--- src/rtl/vector_scheduler_if.sv ---
// Scheduler <-> vector table / stimulus lanes bundle.
// master: scheduler side; slave: table RAM and lane side.
interface vector_scheduler_if #(
  parameter int MAX_PARALLEL = 4,
  parameter int VEC_W        = 5
);
  logic                    tbl_rd_en;
  logic [VEC_W-1:0]        tbl_rd_addr;
  logic [MAX_PARALLEL-1:0] tbl_rd_data;
  logic [MAX_PARALLEL-1:0] lane_start;
  logic [MAX_PARALLEL-1:0] lane_abort;
  logic [MAX_PARALLEL-1:0] lane_done;
  logic [MAX_PARALLEL-1:0] lane_error;

  modport master (
    output tbl_rd_en, tbl_rd_addr,
    output lane_start, lane_abort,
    input  tbl_rd_data, lane_done, lane_error
  );

  modport slave (
    input  tbl_rd_en, tbl_rd_addr,
    input  lane_start, lane_abort,
    output tbl_rd_data, lane_done, lane_error
  );
endinterface

--- src/rtl/vector_scheduler.sv ---
// Test-vector sequencer: fetch lane mask, launch lanes, retire on first done.
// Ports: ap_clk/ap_rst_n, start/vector_count, tbl (table+lanes), status outs.
module vector_scheduler #(
  parameter int MAX_PARALLEL   = 4,
  parameter int MAX_VECTORS    = 16,
  parameter int TIMEOUT_CYCLES = 4096,
  localparam int VEC_W = $clog2(MAX_VECTORS + 1)
) (
  input  logic                    ap_clk,
  input  logic                    ap_rst_n,
  input  logic                    start,
  input  logic [VEC_W-1:0]        vector_count,
  vector_scheduler_if.master      tbl,
  output logic                    busy,
  output logic                    vector_done,
  output logic [VEC_W-1:0]        vector_idx,
  output logic                    vector_err,
  output logic                    suite_done,
  output logic                    suite_pass,
  output logic [MAX_PARALLEL-1:0] error_lanes
);

  localparam int WD_W =
    (TIMEOUT_CYCLES > 1) ? $clog2(TIMEOUT_CYCLES) : 1;

  typedef enum logic [2:0] {
    Idle, Fetch, WaitRd, Launch, Run, Drain, Done
  } state_t;

  state_t state, nextState;

  logic [VEC_W-1:0]        cnt;
  logic [VEC_W-1:0]        clampedCount;
  logic [MAX_PARALLEL-1:0] activeMask;
  logic [MAX_PARALLEL-1:0] finished;
  logic [MAX_PARALLEL-1:0] maskedErr;
  logic [WD_W-1:0]         wd;
  logic                    vecErr;
  logic                    timeoutSeen;
  logic                    doneHit;
  logic                    timeoutHit;
  logic                    lastVec;

  assign clampedCount =
    (vector_count > VEC_W'(MAX_VECTORS)) ?
    VEC_W'(MAX_VECTORS) : vector_count;
  assign maskedErr  = tbl.lane_error & activeMask;
  assign doneHit    = |(tbl.lane_done & activeMask);
  assign timeoutHit = (TIMEOUT_CYCLES != 0) &&
                      (wd == WD_W'(TIMEOUT_CYCLES - 1));
  assign lastVec    = (vector_idx == cnt - VEC_W'(1));

  always_ff @(posedge ap_clk or negedge ap_rst_n) begin
    if (!ap_rst_n) state <= Idle;
    else           state <= nextState;
  end

  always_comb begin
    nextState       = state;
    tbl.tbl_rd_en   = 1'b0;
    tbl.tbl_rd_addr = vector_idx;
    tbl.lane_start  = '0;
    tbl.lane_abort  = '0;
    vector_done     = 1'b0;
    vector_err      = 1'b0;
    unique case (state)
      Idle: begin
        if (start)
          nextState = (clampedCount == '0) ? Done : Fetch;
      end
      Fetch: begin
        tbl.tbl_rd_en = 1'b1;
        nextState     = WaitRd;
      end
      WaitRd: nextState = Launch;
      Launch: begin
        tbl.lane_start = activeMask;
        nextState = (activeMask == '0) ? Drain : Run;
      end
      Run: begin
        if (doneHit || timeoutHit) nextState = Drain;
      end
      Drain: begin
        tbl.lane_abort = activeMask & ~finished;
        vector_done    = 1'b1;
        vector_err     = vecErr;
        nextState      = lastVec ? Done : Fetch;
      end
      Done:    nextState = Idle;
      default: nextState = Idle;
    endcase
  end

  always_ff @(posedge ap_clk or negedge ap_rst_n) begin
    if (!ap_rst_n) begin
      busy        <= 1'b0;
      vector_idx  <= '0;
      suite_done  <= 1'b0;
      suite_pass  <= 1'b0;
      error_lanes <= '0;
      cnt         <= '0;
      activeMask  <= '0;
      finished    <= '0;
      wd          <= '0;
      vecErr      <= 1'b0;
      timeoutSeen <= 1'b0;
    end else begin
      suite_done <= (state == Done);
      unique case (state)
        Idle: begin
          if (start) begin
            busy        <= 1'b1;
            vector_idx  <= '0;
            error_lanes <= '0;
            suite_pass  <= 1'b0;
            timeoutSeen <= 1'b0;
            cnt         <= clampedCount;
          end
        end
        WaitRd: begin
          activeMask <= tbl.tbl_rd_data;
          wd         <= '0;
        end
        Launch: begin
          finished <= '0;
          vecErr   <= 1'b0;
          wd       <= wd + WD_W'(1);
        end
        Run: begin
          wd          <= wd + WD_W'(1);
          error_lanes <= error_lanes | maskedErr;
          if (|maskedErr) vecErr <= 1'b1;
          // Every masked lane reporting done this cycle counts as finished.
          if (doneHit) begin
            finished <= tbl.lane_done & activeMask;
          end else if (timeoutHit) begin
            vecErr      <= 1'b1;
            timeoutSeen <= 1'b1;
          end
        end
        Drain: begin
          activeMask <= '0;
          if (!lastVec) vector_idx <= vector_idx + VEC_W'(1);
        end
        Done: begin
          busy       <= 1'b0;
          suite_pass <= ~|error_lanes & ~timeoutSeen;
        end
        default: ;
      endcase
    end
  end

endmodule

--- src/flat_wrapper.sv ---
// flat-port wrapper written by rule: the top's interface ports become plain ports
module vector_scheduler_flat 
#(
  parameter int MAX_PARALLEL   = 4,
  parameter int MAX_VECTORS    = 16,
  parameter int TIMEOUT_CYCLES = 4096,
  localparam int VEC_W = $clog2(MAX_VECTORS + 1)
)
  (ap_clk, ap_rst_n, start, vector_count, busy, vector_done, vector_idx, vector_err, suite_done, suite_pass, error_lanes, tbl_tbl_rd_en, tbl_tbl_rd_addr, tbl_lane_start, tbl_lane_abort, tbl_tbl_rd_data, tbl_lane_done, tbl_lane_error);
  vector_scheduler_if #(.MAX_PARALLEL(MAX_PARALLEL), .VEC_W((5))) tbl_i ();
  input  logic ap_clk;
  input  logic ap_rst_n;
  input  logic start;
  input  logic [VEC_W-1:0] vector_count;
  output logic busy;
  output logic vector_done;
  output logic [VEC_W-1:0] vector_idx;
  output logic vector_err;
  output logic suite_done;
  output logic suite_pass;
  output logic [MAX_PARALLEL-1:0] error_lanes;
  output wire logic [$bits(tbl_i.tbl_rd_en)-1:0] tbl_tbl_rd_en;
  output wire logic [$bits(tbl_i.tbl_rd_addr)-1:0] tbl_tbl_rd_addr;
  output wire logic [$bits(tbl_i.lane_start)-1:0] tbl_lane_start;
  output wire logic [$bits(tbl_i.lane_abort)-1:0] tbl_lane_abort;
  input wire logic [$bits(tbl_i.tbl_rd_data)-1:0] tbl_tbl_rd_data;
  input wire logic [$bits(tbl_i.lane_done)-1:0] tbl_lane_done;
  input wire logic [$bits(tbl_i.lane_error)-1:0] tbl_lane_error;
  assign tbl_tbl_rd_en = tbl_i.tbl_rd_en;
  assign tbl_tbl_rd_addr = tbl_i.tbl_rd_addr;
  assign tbl_lane_start = tbl_i.lane_start;
  assign tbl_lane_abort = tbl_i.lane_abort;
  assign tbl_i.tbl_rd_data = tbl_tbl_rd_data;
  assign tbl_i.lane_done = tbl_lane_done;
  assign tbl_i.lane_error = tbl_lane_error;
  vector_scheduler #(.MAX_PARALLEL(MAX_PARALLEL), .MAX_VECTORS(MAX_VECTORS), .TIMEOUT_CYCLES(TIMEOUT_CYCLES)) u_core (.ap_clk(ap_clk), .ap_rst_n(ap_rst_n), .start(start), .vector_count(vector_count), .tbl(tbl_i), .busy(busy), .vector_done(vector_done), .vector_idx(vector_idx), .vector_err(vector_err), .suite_done(suite_done), .suite_pass(suite_pass), .error_lanes(error_lanes));
endmodule
--- config.mk ---
export PLATFORM = sky130hd
export DESIGN_NAME = vector_scheduler_flat
export DESIGN_NICKNAME = d
export VERILOG_FILES = /design/src/rtl/vector_scheduler_if.sv /design/src/rtl/vector_scheduler.sv /design/src/flat_wrapper.sv
export SDC_FILE = /design/constraint.sdc
export NUM_CORES = 1
export LEC_CHECK = 0
export CELL_PAD_IN_SITES_DETAIL_PLACEMENT = 0
export CELL_PAD_IN_SITES_GLOBAL_PLACEMENT = 1
export CORE_MARGIN = 4
export CORE_UTILIZATION = 35
export CTS_CLUSTER_SIZE = 30
export DETAILED_ROUTE_END_ITERATION = 8
export GPL_TIMING_DRIVEN = 0
export PLACE_DENSITY = 0.73
export SLEW_MARGIN = 20
export SYNTH_ARGS = -nofsm -noshare
export SYNTH_HDL_FRONTEND = slang
export SYNTH_SLANG_ARGS = --single-unit
--- constraint.sdc ---
create_clock -name ap_clk -period 2.4 [get_ports ap_clk]
set_input_delay 0.48 -clock ap_clk [delete_from_list [all_inputs] [get_ports ap_clk]]
set_output_delay 0.48 -clock ap_clk [all_outputs]
set_load 0.1 [all_outputs]
Yosys cells after proc, flatten, opt, wreduce, memory -nomap -nowiden
Index checks and enable logic that the tools add are counted.

storage, ports and cells
  bits in registers = 42
  output and inout port bits = 28
  input port bits = 20
  word-level logic and storage cells = 91

operators by class
  eq/ne operators = 14
  bitwise operators = 7
  muxes and demuxes = 32
  reductions and logical operators = 22
  magnitude comparators = 1
  $add $sub $neg = 3

operators by type and width
  cell                   number
  $pmux 12 s2            1
  $pmux 4 s2             3
  $pmux 3 s6             1
  $mux 4                 4
  $mux 5                 3
  $add 12x1->12 const B  1
  $and 4x4->4            3
  $eq 12x12->1 const B   1
  $mux 3                 4
  $reduce_bool 2->1      6
  $reduce_or 4->1        3
  $mux 1                 11
  $pmux 5 s2             1
  $reduce_and 2->1       5
  $eq 3x3->1 const B     3
  $pmux 1 s2             4
  $eq 3x2->1 const B     2
  $ne 2x1->1 const B     3
  $ne 2x2->1 const B     3
  $add 5x1->5 const B    1
  $eq 5x5->1             1
  $gt 5x5->1 const B     1
  $logic_not 5->1        1
  $sub 5x1->5 const B    1
  other kinds (12)       12

Depth between registers and ports, before layout
  depth in word-level cells = 6
  gate-level depth with buffers = 8
  mapped depth without buffers = 7

Worst setup path before layout
OpenSTA, ideal clock, no wires.

  path type = register to output
  start point = register u_core.state[1]
  end point = output port tbl_lane_abort[0]
  stages on the path, launching flop included = 6
  arrival time = 3.024 ns
  setup slack = -1.104 ns
  path buffers = 2
  data required time = 1.920 ns
  cell sequence = dfrtp_1 buf_2 nor2b_1 buf_4 nand2_4 nor3b_1

on the way
  cells in the longest elaborated chain, start to end = 2

RTL lines
  item                    line                    source
  from (decl)             vector_scheduler.sv:30  state_t state, nextState;
  from (signal assigned)  vector_scheduler.sv:54  if (!ap_rst_n) state <= Idle;
  from (signal assigned)  vector_scheduler.sv:55  else state <= nextState;
  $eq 3x3->1              vector_scheduler.sv:66  unique case (state)
  $mux 4                  vector_scheduler.sv:66
  to (decl)               flat_wrapper.sv:25      output wire logic [$bits(tbl_i.lane_abort)-1:0] tbl_lane_abort;

Every way passes these cells.

Worst setup path in the final report
  start point = register u_core.error_lanes[0]
  end point = output port error_lanes[0]

RTL lines
  item                    line                     source
  from (decl)             vector_scheduler.sv:20   output logic [MAX_PARALLEL-1:0] error_lanes
  from (signal assigned)  vector_scheduler.sv:131  error_lanes <= error_lanes | maskedErr;
  to (decl)               flat_wrapper.sv:21       output logic [MAX_PARALLEL-1:0] error_lanes;

No word-level cell between the ends.

==> impl_metrics.ini <==
[clocking]
cts_made_buffers = 5
clk_pin_slew_worst_paths_ns = 0.09
ctsHtreeMaxLevel = 2
insertion_delay_to_the_later_sink_of_the_worst_skew_pair_ns = 0.30
cts_tree = done
cts_buffer_depth = 2
cts.sinks = 42
total_of_hold_buffers_inserted_after_clock_tree_synthesis = 0
cts.root.buffer_cell = sky130_fd_sc_hd__clkbuf_8

[setup_path]
cp_max_fo = 3
critical_path_arrival_ns = 1.84
worstPathCellList = clkdlybuf4s50_1
critPathCaptureType = output pin
crit_required_ns = 1.92
critPathLaunchType = flop
cp.depth = 1
timing.critical_path.slowest_cell_delay_ns = 1.15
cp_num_buf_inv = 1
critPathSlowestCell = sky130_fd_sc_hd__clkdlybuf4s50_1
critPathKind = reg2out
worst-r2r-cell-count = 7
critPathTopFamily = buffers and inverters

[floorplanning]
chipWidth_um = 90.5
core-area_um2 = 6460
floorplan.initialDensity_pct = 36.8
core.rowCount = 29
die_h_um = 90.5
floorplan.io_pins = 48
dieArea_um2 = 8180

[timing]
maxSlewViolCount = 0
fmax_mhz = 430
timing_hold_violations_final = 0
rsz0062_at_grt = no
setup-violations-final = 0
tightest_slew_ns = 0.977
period_minus_slack_ns = 2.32
layout_worst_path_cycle_share_pct = 96.8
slew-limit-headroom_pct = 34.7
fin_worst_skew_ns = 0.00975
layout_setup_ws_ns = 0.0767

[cells_and_area]
relative_area_change_from_synthesis_to_final_layout_pct = 29.2
n_antenna_cell = 0
finalNetCount = 337
filler_cell_count = 630
non_filler_instances = 392
layout-drive-gt1-share_pct = 16.5
fin_util_pct = 47.6

[route]
drc = 0
via_count = 2103
finalWirelength_um = 5950
max_used_layer = met4
met2_length_um = 2760
routedLengthMet1_um = 2850
detailroute.wirelength.met3_um = 230
antenna_violating_nets_post_route = 0
drt_pass1_iterations = 4
detailedRoute.firstIterationViolations = 123
vias_per_cell = 5.36
routedWlPerCell_um = 15.2

[grt]
grt_use_total_pct = 15.1
grt-ovfl-total = 0
antenna_found_initial = 0
grt_pass1_vias = 2023
grt_max_degree = 25
grt_pass1_wl_um = 10200

[synthesis]
synth.avg_cell_area_um2 = 9.30
synthesized_instance_count = 256
synth.yosys.warnings = 0
post_synth_main_area_contributors = sky130_fd_sc_hd__dfrtp_1 44%, sky130_fd_sc_hd__nand2_1 4.9%, sky130_fd_sc_hd__nor2_1 3.2%
synth_nets = 279
synth.lib_cells_used.distinct = 56
ys_top_cells_by_count = 42 x sky130_fd_sc_hd__dfrtp_1, 31 x sky130_fd_sc_hd__nand2_1, 20 x sky130_fd_sc_hd__nor2_1
netlist.top_cell.by_area = sky130_fd_sc_hd__dfrtp_1
postSynthRegisterBits = 42
synth.top_cell.area_share_pct = 44.2
library_cell_with_the_highest_instance_count_after_synthesis = sky130_fd_sc_hd__dfrtp_1
synth_seq_area_share_pct = 44.2
ys_async_sr_fraction_pct = 100
synth.cell_area_um2 = 2380
synthFlopType = sky130_fd_sc_hd__dfrtp_1
post_synth_edffs = 0

[pwr]
powerDensity_nw_per_um2 = 1300
total_leakage_power_nw = 1.44
ir_worst_vdd_v = 0.000472
power.total_w = 0.00400

[placed_design]
place_congestion = 0.801
post-place-ws_ns = -0.537
placedCellCount = 381
hpwl_um = 4500
port_buffers = 47

[min_path]
hp-class = in2async

[outcome]
status = finished, final reports clean

[run]
max_cap_violations = 0
==> path summary, 6_finish.rpt <==
path	slack, ns	endpoint	from
max	0.08	error_lanes[0]	u_core.error_lanes[0]$_DFFE_PN0P_
min	0.12	u_core.wd[6]$_DFFE_PN0P_	ap_rst_n
max reg2reg	0.36	u_core.state[1]$_DFFE_PN0P_	u_core.wd[0]$_DFFE_PN0P_
min reg2reg	0.48	u_core.busy$_DFFE_PN0P_	u_core.busy$_DFFE_PN0P_
max in group asynchronous	1.80	u_core.cnt[4]$_DFFE_PN0P_	ap_rst_n
min in group ap_clk	0.48	u_core.busy$_DFFE_PN0P_	u_core.busy$_DFFE_PN0P_
==> through the flow <==
stage | TNS [ns] | hold slack [ns] | area (µm²)
final | 0 | 0.116 | 3070
after detailed placement | -4.38 | 0.460 | 2980
after global placement | -18.68 | 0.467 | 2970
after floorplan | -0.501 | 0.184 | 2400
after CTS | 0 | 0.130 | 3020
after global routing | 0 | 0.145 | 3070
==> cells in the final DEF, fill, tap and decap left out, types with 4 or more instances in the layout <==
cell | synthesis | routed
sky130_fd_sc_hd__buf_2 | 4 | 5
sky130_fd_sc_hd__nor3b_2 | 0 | 4
sky130_fd_sc_hd__nor2_1 | 20 | 19
sky130_fd_sc_hd__clkbuf_1 | 4 | 4
sky130_fd_sc_hd__clkbuf_8 | 0 | 5
sky130_fd_sc_hd__a22oi_1 | 5 | 5
sky130_fd_sc_hd__and2_1 | 6 | 6
sky130_fd_sc_hd__nand3_1 | 8 | 8
sky130_fd_sc_hd__mux2i_1 | 7 | 7
sky130_fd_sc_hd__a21oi_1 | 14 | 14
sky130_fd_sc_hd__dfrtp_1 | 42 | 42
sky130_fd_sc_hd__a211oi_1 | 4 | 4
sky130_fd_sc_hd__dlygate4sd2_1 | 0 | 9
sky130_fd_sc_hd__xnor2_1 | 4 | 4
sky130_fd_sc_hd__nor3_1 | 5 | 5
sky130_fd_sc_hd__inv_1 | 4 | 4
sky130_fd_sc_hd__a31oi_1 | 11 | 11
sky130_fd_sc_hd__nand2_1 | 31 | 31
sky130_fd_sc_hd__clkdlybuf4s50_1 | 0 | 25
sky130_fd_sc_hd__nand2b_1 | 5 | 5
sky130_fd_sc_hd__clkbuf_4 | 0 | 5
sky130_fd_sc_hd__buf_4 | 6 | 15
sky130_fd_sc_hd__o21ai_0 | 12 | 12
sky130_fd_sc_hd__a32o_1 | 4 | 4
sky130_fd_sc_hd__a22o_1 | 4 | 4
==> area by class of cell <==
type | count | area, µm² | area share [%]
plain buffers | 15 | 92.6 | 3.01
clock inverters | 2 | 13.8 | 0.448
well taps | 77 | 96.3 | 3.13
clock buffers | 6 | 72.6 | 2.36
inverters | 7 | 30.0 | 0.977
flip-flops and latches | 42 | 1050 | 34.2
multi-input cells | 191 | 1230 | 40.2
repair buffers | 52 | 483 | 15.7
==> report_power, final <==
group | switching (W) | total (W) | internal (W)
Clock | 0.000252 | 0.000458 | 0.000205
Sequential | 0.000260 | 0.00119 | 0.000930
Combinational | 0.00161 | 0.00235 | 0.000739
Total | 0.00212 | 0.00400 | 0.00187
==> repair_timing <==
item | 4_1_cts | 5_1_grt
setup buffers | 0 | 4
endpoints found under the setup margin | 20 | 11
resized for setup | 68 | 9
gates cloned | 0 | 0
==> sequential cells by signal (all words and copies together), names as in the netlist, 3 cells and up <==
name / cells
u_core.wd: 12
u_core.tbl.tbl_rd_addr: 5
u_core.finished: 4
u_core.state: 3
u_core.activeMask: 4
u_core.cnt: 5
u_core.error_lanes: 4
==> metal layers <==
layer  track usage, %  vias to the layer above
met2             23.8                       52
met3             2.83                        8
li1                 -                     1050
met1             20.7                      993
met4             5.23                        0
met5                0                        -
==> cell families (layout without fill, tap and decap cells) <==
group | Yosys count | count (layout) | synth area share (%)
AO/OA/AOI/OAI | 69 | 69 | 20.2
XOR/XNOR | 7 | 7 | 2.58
adder cells (fa/ha/maj) | 3 | 3 | 1.58
buffers and inverters | 23 | 82 | 5.10
flip-flops | 42 | 42 | 44.2
multiplexers | 7 | 7 | 2.94
AND/OR/NAND/NOR | 105 | 105 | 23.4
==> worst register-to-register path, stage by stage (launching register included) <==
cell                       delay, ns
sky130_fd_sc_hd__dfrtp_1        0.45
sky130_fd_sc_hd__ha_1           0.28
sky130_fd_sc_hd__and4_4         0.29
sky130_fd_sc_hd__and2_4         0.15
sky130_fd_sc_hd__buf_6          0.11
sky130_fd_sc_hd__nand3_2        0.06
sky130_fd_sc_hd__a222oi_1       0.40
sky130_fd_sc_hd__and4b_1        0.25
No activity file was read; power rests on OpenSTA's default activity.
